File: config.mk
export PLATFORM = sky130hd
export DESIGN_NAME = hazard_ctrl_unit
export DESIGN_NICKNAME = d
export VERILOG_FILES = /design/src/rtl/hazard_ctrl_unit.sv
export SDC_FILE = /design/constraint.sdc
export NUM_CORES = 1
export LEC_CHECK = 0
export BUFFER_PORTS_ARGS = -buffer_cell sky130_fd_sc_hd__buf_4
export CORE_MARGIN = 2
export CORE_UTILIZATION = 39
export DETAILED_ROUTE_END_ITERATION = 7
export PLACE_DENSITY_LB_ADDON = 0.2
export SLEW_MARGIN = 0
export SYNTH_ARGS = -nofsm -noshare
export SYNTH_HDL_FRONTEND = slang
export SYNTH_SLANG_ARGS = --single-unit
File: constraint.sdc
create_clock -name inClk -period 1.28 [get_ports inClk]
set_input_delay 0.128 -clock inClk [delete_from_list [all_inputs] [get_ports inClk]]
set_output_delay 0.128 -clock inClk [all_outputs]
set_load 0.05 [all_outputs]
File: src/rtl/hazard_ctrl_unit.sv
// Pipeline hazard controller between the IF/ID and ID/EX latches.
// It detects load-use hazards and taken branches, and holds stalls or flushes across several cycles.
module hazard_ctrl_unit #(
    parameter int REG_W           = 5,
    parameter int LOAD_STALL      = 1,
    parameter int FLUSH_DEPTH     = 1,
    parameter bit ZERO_REG_EXEMPT = 1'b1
) (
    input  logic             inClk,
    input  logic             inReset,
    input  logic             inMemRead,
    input  logic             inBranch,
    input  logic             inZeroAlu,
    input  logic             inBranchNE,
    input  logic [REG_W-1:0] inID_EXRt,
    input  logic [REG_W-1:0] inIF_IDRs,
    input  logic [REG_W-1:0] inIF_IDRt,
    input  logic             inIF_IDUsesRt,
    output logic             outPCWrite,
    output logic             outIF_IDWrite,
    output logic             outIF_Flush,
    output logic             outCtrlEnable,
    output logic             outBusy
);

    typedef enum logic [1:0] {
        IDLE  = 2'd0,
        STALL = 2'd1,
        FLUSH = 2'd2
    } stateT;

    typedef enum logic [1:0] {
        MODE_NORMAL = 2'd0,
        MODE_HOLD   = 2'd1,
        MODE_FLUSH  = 2'd2
    } modeT;

    // The first cycle of each action is issued from IDLE, so the counters only cover the remaining cycles.
    localparam logic [2:0] STALL_RELOAD = 3'(LOAD_STALL - 1);
    localparam logic [2:0] FLUSH_RELOAD = 3'(FLUSH_DEPTH - 1);
    localparam bit         STALL_MULTI  = (LOAD_STALL > 1);
    localparam bit         FLUSH_MULTI  = (FLUSH_DEPTH > 1);

    stateT      st;
    stateT      stNext;
    logic [2:0] cnt;
    logic [2:0] cntNext;
    modeT       mode;

    logic taken;
    logic exemptLoad;
    logic srcMatch;
    logic luh;

    assign taken      = inBranch & (inBranchNE ? ~inZeroAlu : inZeroAlu);
    assign exemptLoad = ZERO_REG_EXEMPT & (inID_EXRt == '0);
    assign srcMatch   = (inID_EXRt == inIF_IDRs) | (inIF_IDUsesRt & (inID_EXRt == inIF_IDRt));
    assign luh        = inMemRead & ~exemptLoad & srcMatch;

    always_ff @(posedge inClk or posedge inReset) begin
        if (inReset) begin
            st  <= IDLE;
            cnt <= '0;
        end else begin
            // NOTE: state registers use non-blocking assignments so every flop samples pre-edge values.
            st  <= stNext;
            cnt <= cntNext;
        end
    end

    always_comb begin
        // NOTE: every output of this block gets a default first, so no path can infer a latch.
        stNext  = st;
        cntNext = cnt;
        mode    = MODE_NORMAL;

        unique case (st)
            IDLE: begin
                if (taken) begin
                    mode = MODE_FLUSH;
                    if (FLUSH_MULTI) begin
                        stNext  = FLUSH;
                        cntNext = FLUSH_RELOAD;
                    end
                end else if (luh) begin
                    mode = MODE_HOLD;
                    if (STALL_MULTI) begin
                        stNext  = STALL;
                        cntNext = STALL_RELOAD;
                    end
                end
            end

            STALL: begin
                // A taken branch squashes the stalled load's consumer, so the stall is abandoned.
                if (taken) begin
                    mode = MODE_FLUSH;
                    if (FLUSH_MULTI) begin
                        stNext  = FLUSH;
                        cntNext = FLUSH_RELOAD;
                    end else begin
                        stNext  = IDLE;
                        cntNext = '0;
                    end
                end else begin
                    mode    = MODE_HOLD;
                    cntNext = cnt - 3'd1;
                    if (cnt == 3'd1) begin
                        stNext = IDLE;
                    end
                end
            end

            FLUSH: begin
                mode = MODE_FLUSH;
                if (taken) begin
                    cntNext = FLUSH_RELOAD;
                end else begin
                    cntNext = cnt - 3'd1;
                    if (cnt == 3'd1) begin
                        stNext = IDLE;
                    end
                end
            end

            default: begin
                stNext  = IDLE;
                cntNext = '0;
            end
        endcase
    end

    // Outputs are forced low for as long as reset is held, independent of the registered state.
    always_comb begin
        outPCWrite    = 1'b0;
        outIF_IDWrite = 1'b0;
        outIF_Flush   = 1'b0;
        outCtrlEnable = 1'b0;
        outBusy       = 1'b0;

        if (!inReset) begin
            outBusy = (st != IDLE);
            unique case (mode)
                MODE_HOLD: begin
                    outPCWrite    = 1'b0;
                    outIF_IDWrite = 1'b0;
                    outIF_Flush   = 1'b0;
                    outCtrlEnable = 1'b0;
                end
                MODE_FLUSH: begin
                    outPCWrite    = 1'b1;
                    outIF_IDWrite = 1'b1;
                    outIF_Flush   = 1'b1;
                    outCtrlEnable = 1'b1;
                end
                default: begin
                    outPCWrite    = 1'b1;
                    outIF_IDWrite = 1'b1;
                    outIF_Flush   = 1'b0;
                    outCtrlEnable = 1'b1;
                end
            endcase
        end
    end

endmodule

== Word-level counts from Yosys, hierarchy flattened ==
Index checks and enable logic that the tools add are counted.

* Bitwise gates (word level): 8
* Eq/ne operators: 8
* Reduce and logical (&&, ||, !) cells: 5
* Mux-type cells: 16
* Add/subtract/negate cells: 1

{| class="wikitable"
|+ Operator list
! operator !! count
|-
| one-hot mux 2 bit (3 select lines) || 2
|-
| equality test 5 bit || 2
|-
| two-way mux 2 bit || 5
|-
| two-way mux 1 bit || 7
|-
| one-hot mux 3 bit (2 select lines) || 1
|-
| logical NOT 5 bit || 1
|-
| AND 1 bit || 4
|-
| equality test 2 x 1 -> 1 bit, second input constant || 2
|-
| equality test 2 bit, second input constant || 2
|-
| equality test 3 x 1 -> 1 bit, second input constant || 1
|-
| two-way mux 3 bit || 1
|-
| inverter 1 bit || 3
|-
| subtractor 3 x 1 -> 3 bit, second input constant || 1
|-
| logical NOT 2 bit || 1
|-
| inequality test 2 bit, second input constant || 1
|-
| AND reduction 2 bit || 1
|-
| nonzero test 2 bit || 1
|-
| OR reduction 2 bit || 1
|-
| bitwise OR 1 bit || 1
|}

* Word-level logic and storage cells: 40
* Output and inout bits: 5
* Register bits: 5
* Input bits: 22

== Logic depth before layout (Yosys ltp) ==
Gate-level depths: netlist (run 1).

* Word-level depth: 10
* Mapped depth: 6
* Gate-level depth less buffers: 5

== Worst setup path before layout (run 1) ==
OpenSTA, ideal clock, no wires.

* Kind: reg-to-output
* Start: register st[0]
* End: output outIF_IDWrite
* Setup slack: -0.675 ns
* Data required time: 1.152 ns
* Cell stages (with the launch flop): 7
* Path buffers: 1
* Data arrival time: 1.827 ns
* Path through: dfrtp_1 -> inv_1 -> ha_1 -> o311a_1 -> and3_1 -> a21oi_2 -> buf_4

* Word-level cells in the longest chain between the ends: 5
* Elaborated cells on any way between the ends: 7
* Classes of those cells: eq/ne: 3; mux: 3; reduce/logical: 1

{| class="wikitable"
|+ RTL lines
! element !! RTL line !! RTL
|-
| start: declaration || 44 || <nowiki>stateT st;</nowiki>
|-
| start signal: assignment || 66 || <nowiki>st <= stNext;</nowiki>
|-
| equality test 2 bit, or another cell as far along || 77 || <nowiki>unique case (st)</nowiki>
|-
| one-hot mux 2 bit (3 select lines) (*) || 77 ||
|-
| equality test 2 x 1 -> 1 bit (*) || n/a ||
|-
| two-way mux 1 bit (*) (2 in series) || n/a ||
|-
| end: declaration || 20 || <nowiki>output logic outIF_IDWrite,</nowiki>
|}

Mark *: on every way between the ends. The rest lies on a longest branch, timed or not.

== Worst setup path after layout (run 1) ==
* Start: register st[0]
* End: output outIF_IDWrite

* Word-level cells in the longest chain between the ends: 5
* Elaborated cells on any way between the ends: 7
* Classes of those cells: eq/ne: 3; mux: 3; reduce/logical: 1

{| class="wikitable"
|+ RTL lines
! element !! RTL line !! RTL
|-
| equality test 2 bit, or another cell as far along || 77 ||
|-
| one-hot mux 2 bit (3 select lines) (*) || 77 ||
|-
| equality test 2 x 1 -> 1 bit (*) || 143 || <nowiki>unique case (mode)</nowiki>
|-
| two-way mux 1 bit (*) || 143 ||
|-
| two-way mux 1 bit (*) || 141 || <nowiki>if (!inReset) begin</nowiki>
|}

Marks and branches as above.

==> results of run 1 <==
==> metrics by stage <==
stage | std cells | TNS [ns] | hold WS [ns]
floorplan | 63 | -1.271 | -0.08517
global placement | 116 | -1.600 | 0.1362
detailed placement | 116 | -1.745 | 0.1329
CTS | 122 | -1.985 | 0.3130
global route | 123 | -2.499 | 0.3140
finish | 123 | -2.080 | 0.3068
==> area by class of cell <==
cell class	instances	area, um^2	area share
clock buffer	4	26.28	0.02577
sequential	5	126.4	0.1239
tap	15	18.77	0.01840
timing repair buffer	43	347.8	0.3411
multi-input combinational	48	470.5	0.4613
inverter	8	30.03	0.02945
==> critical path, stage by stage, from the launching register on <==
cell	delay (ns)
dfrtp_2	0.44
nor3b_2	0.22
a41oi_2	0.08
a31o_2	0.29
a21oi_4	0.16
buf_6	0.18
==> sequential cells by signal, indices dropped and copies added, names as in the netlist <==
name,count
cnt,3
st,2
==> cells in the final DEF, fill, tap and decap left out, types with 2 or more instances in the layout <==
cell / synthesis / routed
nand3_1: 2 / 2
or3_1: 2 / 2
buf_6: 0 / 4
a21oi_1: 3 / 2
inv_1: 8 / 5
nand2_1: 3 / 3
inv_2: 0 / 3
dfrtp_1: 5 / 4
o21ai_1: 0 / 2
clkbuf_4: 0 / 3
buf_4: 2 / 37
ha_1: 6 / 5
xnor2_1: 11 / 11
==> path summary, 6_finish.rpt <==
check,cells past startpoint,startpoint,end,slack [ns]
worst max-delay path,5,st[0]$_DFFE_PP0P_,outIF_IDWrite,-0.48
worst min-delay path,4,inBranch,st[0]$_DFFE_PP0P_,0.31
worst max register to register,5,st[1]$_DFFE_PP0P_,cnt[0]$_DFFE_PP0N_,-0.09
worst min register to register,1,cnt[2]$_DFFE_PP0N_,cnt[2]$_DFFE_PP0N_,0.50
max in group asynchronous,4,inReset,cnt[1]$_DFFE_PP0N_,0.67
min in group asynchronous,4,inReset,cnt[2]$_DFFE_PP0N_,0.49
==> cells by family (layout without fill, tap and decap cells) <==
family                     count (synthesis)  count (layout)  share of synthesized area
AOI/OAI and AO/OA                         18              18                     0.2313
xor gates and xnor gates                  12              12                     0.1963
and+or+nand+nor                           12              12                     0.1145
buffers and inverters                     10              55                    0.08411
adders and majority gates                  6               6                     0.1402
DFF                                        5               5                     0.2336
==> routing by layer <==
layer | up-vias | routed length [um]
li1 | 311 | -
met1 | 271 | 660
met2 | 20 | 840
met3 | 2 | 78
met4 | 0 | 13
met5 | - | 0
==> power by group through the flow <==
| stage | Combinational, mW | Sequential [mW] | Clock (mW) |
|---|---|---|---|
| 2_1_floorplan | 0.105 | 0.161 | 0 |
| 3_3_place_gp | 0.200 | 0.161 | 0 |
| 3_5_place_dp | 0.202 | 0.161 | 0 |
| 4_1_cts | 0.219 | 0.159 | 0.185 |
| 5_1_grt | 0.241 | 0.158 | 0.220 |
| 6_report | 0.223 | 0.159 | 0.190 |
==> timing repair <==
action	in CTS	in global routing
buffers inserted	1	1
hold buffers	1	0
setup endpoints to repair	10	10
pin swaps	4	3
endpoints found under the hold margin	5	0
resized for setup	19	8
==> reports/results.tsv, run 1 <==
stage	metric	value	unit
detailed_routing	Iter 0 DRT Violations	4	
clock_tree	Worst-Skew Late Latency	0.25	ns
detailed_routing	mean number of vias per cell	4.911	
power	sequential power share	0.277	
clock_tree	H-tree depth	1	
worst_setup_path	WP data required	1.15	ns
final_layout	Nets	137	
detailed_routing	drt drc	0	
final_layout	Fillers	95	
placed_design	routability cong.	0.7391	
global_routing	Overflow after GRT	0	
die	row cnt	13	
global_routing	first-pass GRT wire length	2318	um
sta	Max transition margin	0.7857	
sta	Max Freq	569.4	MHz
run	max-cap violation count	0	
worst_setup_path	critical path launch point type	register	
synth	FF+latch count, synth	5	
global_routing	M3 GR Usage	0.08152	
sta	Setup Viol. Count Final	8	
sta	worst setup margin	-0.4762	ns
power	leakage power	0.4649	nW
run_status	failing checks	setup timing	
worst_setup_path	CP Data Arrival Time	1.63	ns
final_layout	synthesis-to-layout area growth	90.42	%
clock_tree	clk sinks	5	
synth	YS warnings	0	
global_routing	Top Usage Layer GRT	met2	
global_routing	antenna violations before repair	0	
global_routing	vias in the first global route	565	
sta	Final Hold Vio Count	0	
detailed_routing	Detailed Route WL	1592	um
power	sw frac	0.3049	
placed_design	PortBufs	26	
placed_design	HPWL Detailed	1171	um
clock_tree	cts bufs inserted	3	
global_routing	M2 GR Usage	0.3789	
die	core box area	1285	um^2
synth	Mapped Cells	63	
synth	top cells by count, synth	xnor2_1 (11), inv_1 (8), ha_1 (6)	
worst_setup_path	element type at the critical path end	output port	
detailed_routing	WL/cell	12.94	um
die	die width	41.06	um
run_status	status	finished, violations left	
synth	Post-Syn Area	535.5	um^2
synth	top-count cell post-synth	xnor2_1	
detailed_routing	first-pass iteration count of the detailed router	4	
synth	Seq/Total Area, Yosys	0.2336	
power	share of total power in the clock network	0.332	
placed_design	Cell Area, Placed	863.3	um^2
synth	Post-synth top flop	dfrtp_1	
clock_tree	deepest clock path buffer count	2	
power	total power draw	571.7	uW
sta	RSZ-0062 raised after global routing	true	
sta	final worst-path cycle share	1.372	
placed_design	Place WS	-0.3063	ns
synth	Syn Area/Cell	8.500	um^2
synth	Synthesized Nets	91	
die	Die Span Y	41.06	um
sta	minimum clock period	1.756	ns
synth	Post-synth ARST share	1.000	
detailed_routing	Final ANT Viol Nets	0	
synth	area leader, netlist	dfrtp_1	
final_layout	post-route cell area	1020	um^2
power	PwrDens	560.7	nW/um^2
synth	distinct cell type count after synthesis	25	
power	total internal power	397.4	uW
die	Initial Util	0.4167	
global_routing	met1 Track Usage GR	0.2451	
global_routing	total global routing track utilization	0.2202	
synth	EDFF count, synth	0	
detailed_routing	via count	604	
global_routing	largest net degree at the start of global routing	6	
synth	top cell type's share of synthesized area	0.2336	
final_layout	share of layout cells above drive strength 1	0.5833	
power	Psw	174.3	uW
final_layout	# diodes	0	
synth	top cells by area, synth	dfrtp_1 (23%), xnor2_1 (18%), ha_1 (14%)	
power	combinational share of power	0.390	
sta	skew final	0.01232	ns
worst_setup_path	worst-path maximum fanout	4	
sta	worst slew pin tran	0.3203	ns
hold_path	Hold/Removal Path Class	primary input to register	
clock_tree	TritonCTS clock tree	built	
sta	Final Slew Violations	0	
clock_tree	clock slew at the register clock pins of the worst setup and hold paths	0.05	ns
die	die area	1686	um^2
worst_setup_path	WS Path Type	register to output port	
power	worst IR drop on VDD	498.7	uV
final_layout	final core utilization	0.7936	
die	Ports	27	
clock_tree	clock root cell	clkbuf_4	
Power figures use the tool's default switching activity.
==> inputs of run 2 (changes only) <==
Settings changed: RECOVER_POWER from default to 50.
==> reports/results.tsv, run 2 (synthesis results as in run 1) <==
stage	metric	value	unit
final_layout	synthesis-to-layout area growth	89.72	%
power	sequential power share	0.278	
power	total internal power	396.1	uW
die	Initial Util	0.4167	
run	max-cap violation count	0	
sta	worst slew pin tran	0.3203	ns
global_routing	first-pass GRT wire length	2318	um
global_routing	Overflow after GRT	0	
sta	minimum clock period	1.751	ns
final_layout	Biggest register	cnt	
detailed_routing	WL/cell	12.93	um
worst_setup_path	Register-to-Register Path Depth	5	
placed_design	HPWL Detailed	1171	um
global_routing	antenna violations before repair	0	
final_layout	Nets	137	
clock_tree	cts bufs inserted	3	
sta	skew final	0.01232	ns
worst_setup_path	WP data required	1.15	ns
final_layout	share of layout cells above drive strength 1	0.5741	
worst_setup_path	critical path launch point type	register	
detailed_routing	drt drc	0	
power	worst IR drop on VDD	498.3	uV
sta	worst setup margin	-0.4713	ns
final_layout	most frequent cells in the layout	buf_4 (36), xnor2_1 (11), inv_1 (5), ha_1 (5)	
run_status	status	finished, violations left	
die	row cnt	13	
detailed_routing	via count	604	
power	leakage power	0.4612	nW
sta	Final Hold Vio Count	0	
hold_path	hold path depth	4	
final_layout	Largest regs	cnt: 3 flops, st: 2 flops	
final_layout	post-route cell area	1016	um^2
hold_path	Hold/Removal Path Class	primary input to register	
clock_tree	H-tree depth	1	
sta	Setup Viol. Count Final	8	
power	sw frac	0.3056	
sta	Final Slew Violations	0	
power	PwrDens	561.4	nW/um^2
global_routing	largest net degree at the start of global routing	6	
clock_tree	clock root cell	clkbuf_4	
clock_tree	deepest clock path buffer count	2	
die	Ports	27	
final_layout	# diodes	0	
final_layout	max FFs per register	3	
worst_setup_path	worst-path cell chain	nor3b_2, a41oi_2, a31o_2, a21oi_4, buf_6	
clock_tree	clk sinks	5	
worst_setup_path	Worst R2R Start	st[1]$_DFFE_PP0P_	
worst_setup_path	CP Data Arrival Time	1.62	ns
placed_design	routability cong.	0.7391	
power	Psw	174.3	uW
die	die area	1686	um^2
hold_path	critical hold path startpoint	inBranch	
worst_setup_path	CP max stage cell	dfrtp_2	
die	core box area	1285	um^2
final_layout	most common cell after layout, fill and taps aside	buf_4	
detailed_routing	Iter 0 DRT Violations	4	
worst_setup_path	worst-path maximum fanout	4	
sta	Max Freq	571.0	MHz
detailed_routing	mean number of vias per cell	4.911	
global_routing	total global routing track utilization	0.2202	
clock_tree	TritonCTS clock tree	built	
worst_setup_path	WS Path Type	register to output port	
sta	RSZ-0062 raised after global routing	true	
global_routing	vias in the first global route	565	
clock_tree	Worst-Skew Late Latency	0.25	ns
worst_setup_path	CP top delay family	compound AO/OA/AOI/OAI gates	
worst_setup_path	element type at the critical path end	output port	
detailed_routing	Final ANT Viol Nets	0	
detailed_routing	first-pass iteration count of the detailed router	4	
placed_design	PortBufs	26	
sta	final worst-path cycle share	1.368	
die	Die Span Y	41.06	um
worst_setup_path	Slowest Stage Delay on Critical Path	0.44	ns
power	share of total power in the clock network	0.333	
worst_setup_path	Buf/Inv on CP	1	
worst_setup_path	CP Launch Point	st[0]$_DFFE_PP0P_	
sta	Max transition margin	0.7857	
placed_design	Cell Area, Placed	863.3	um^2
worst_setup_path	CP Depth	5	
power	combinational share of power	0.389	
clock_tree	clock slew at the register clock pins of the worst setup and hold paths	0.05	ns
die	die width	41.06	um
run_status	failing checks	setup timing	
final_layout	final core utilization	0.7907	
detailed_routing	Detailed Route WL	1591	um
==> run 2: stage by stage <==
stage | std cells | power [mW] | TNS [ns] | hold slack, ns | worst slack [ns]
after floorplan | 63 | 0.2656 | -1.271 | -0.08517 | -0.4231
after global placement | 116 | 0.3610 | -1.600 | 0.1362 | -0.2970
after detailed placement | 116 | 0.3631 | -1.745 | 0.1329 | -0.3063
after CTS | 122 | 0.5630 | -1.985 | 0.3130 | -0.4467
after global routing | 123 | 0.6179 | -2.499 | 0.3140 | -0.5361
final | 123 | 0.5704 | -2.065 | 0.3067 | -0.4713
==> run 2: worst min-delay path: stages <==
cell and delay, ns:
buf_4 0.11, a21boi_1 0.07, o22ai_2 0.13, a21oi_1 0.08
==> run 2: power by group through the flow <==
stage,combinational (mW),sequential [mW],clock (mW)
2_1_floorplan,0.105,0.161,0
3_3_place_gp,0.200,0.161,0
3_5_place_dp,0.202,0.161,0
4_1_cts,0.219,0.159,0.185
5_1_grt,0.240,0.158,0.220
6_report,0.222,0.159,0.190
==> run 2: layout make-up <==
type / instances / area [um^2]
repair buffers: 43 / 344.1
clock buffers: 4 / 26.28
multi-input cells: 48 / 470.5
inverters: 8 / 30.03
fillers: 97 / 269.0
flip-flops and latches: 5 / 126.4
well taps: 15 / 18.77
==> run 2: metal layers <==
metal  vias to the layer above  global-route usage  routed length (um)
met5                         -                   0                   0
met1                       271              0.2451                 659
li1                        311                   -                   -
met4                         0             0.07500                  13
met3                         2             0.08152                  78
met2                        20              0.3789                 840
==> run 2: worst paths after layout <==
check,end,slack [ns]
min in group asynchronous,cnt[2]$_DFFE_PP0N_,0.53
setup / recovery,outIF_IDWrite,-0.47
max in group asynchronous,st[0]$_DFFE_PP0P_,0.53
hold reg to reg,cnt[2]$_DFFE_PP0N_,0.50
setup reg to reg,cnt[0]$_DFFE_PP0N_,-0.09
hold / removal,st[0]$_DFFE_PP0P_,0.31
==> run 2: what timing repair did <==
action,4_1_cts,5_1_grt
buffers inserted,1,1
hold buffers,1,0
setup endpoints to repair,10,10
gates resized for setup,19,8
pin swaps,4,3
hold endpoints to repair,5,0
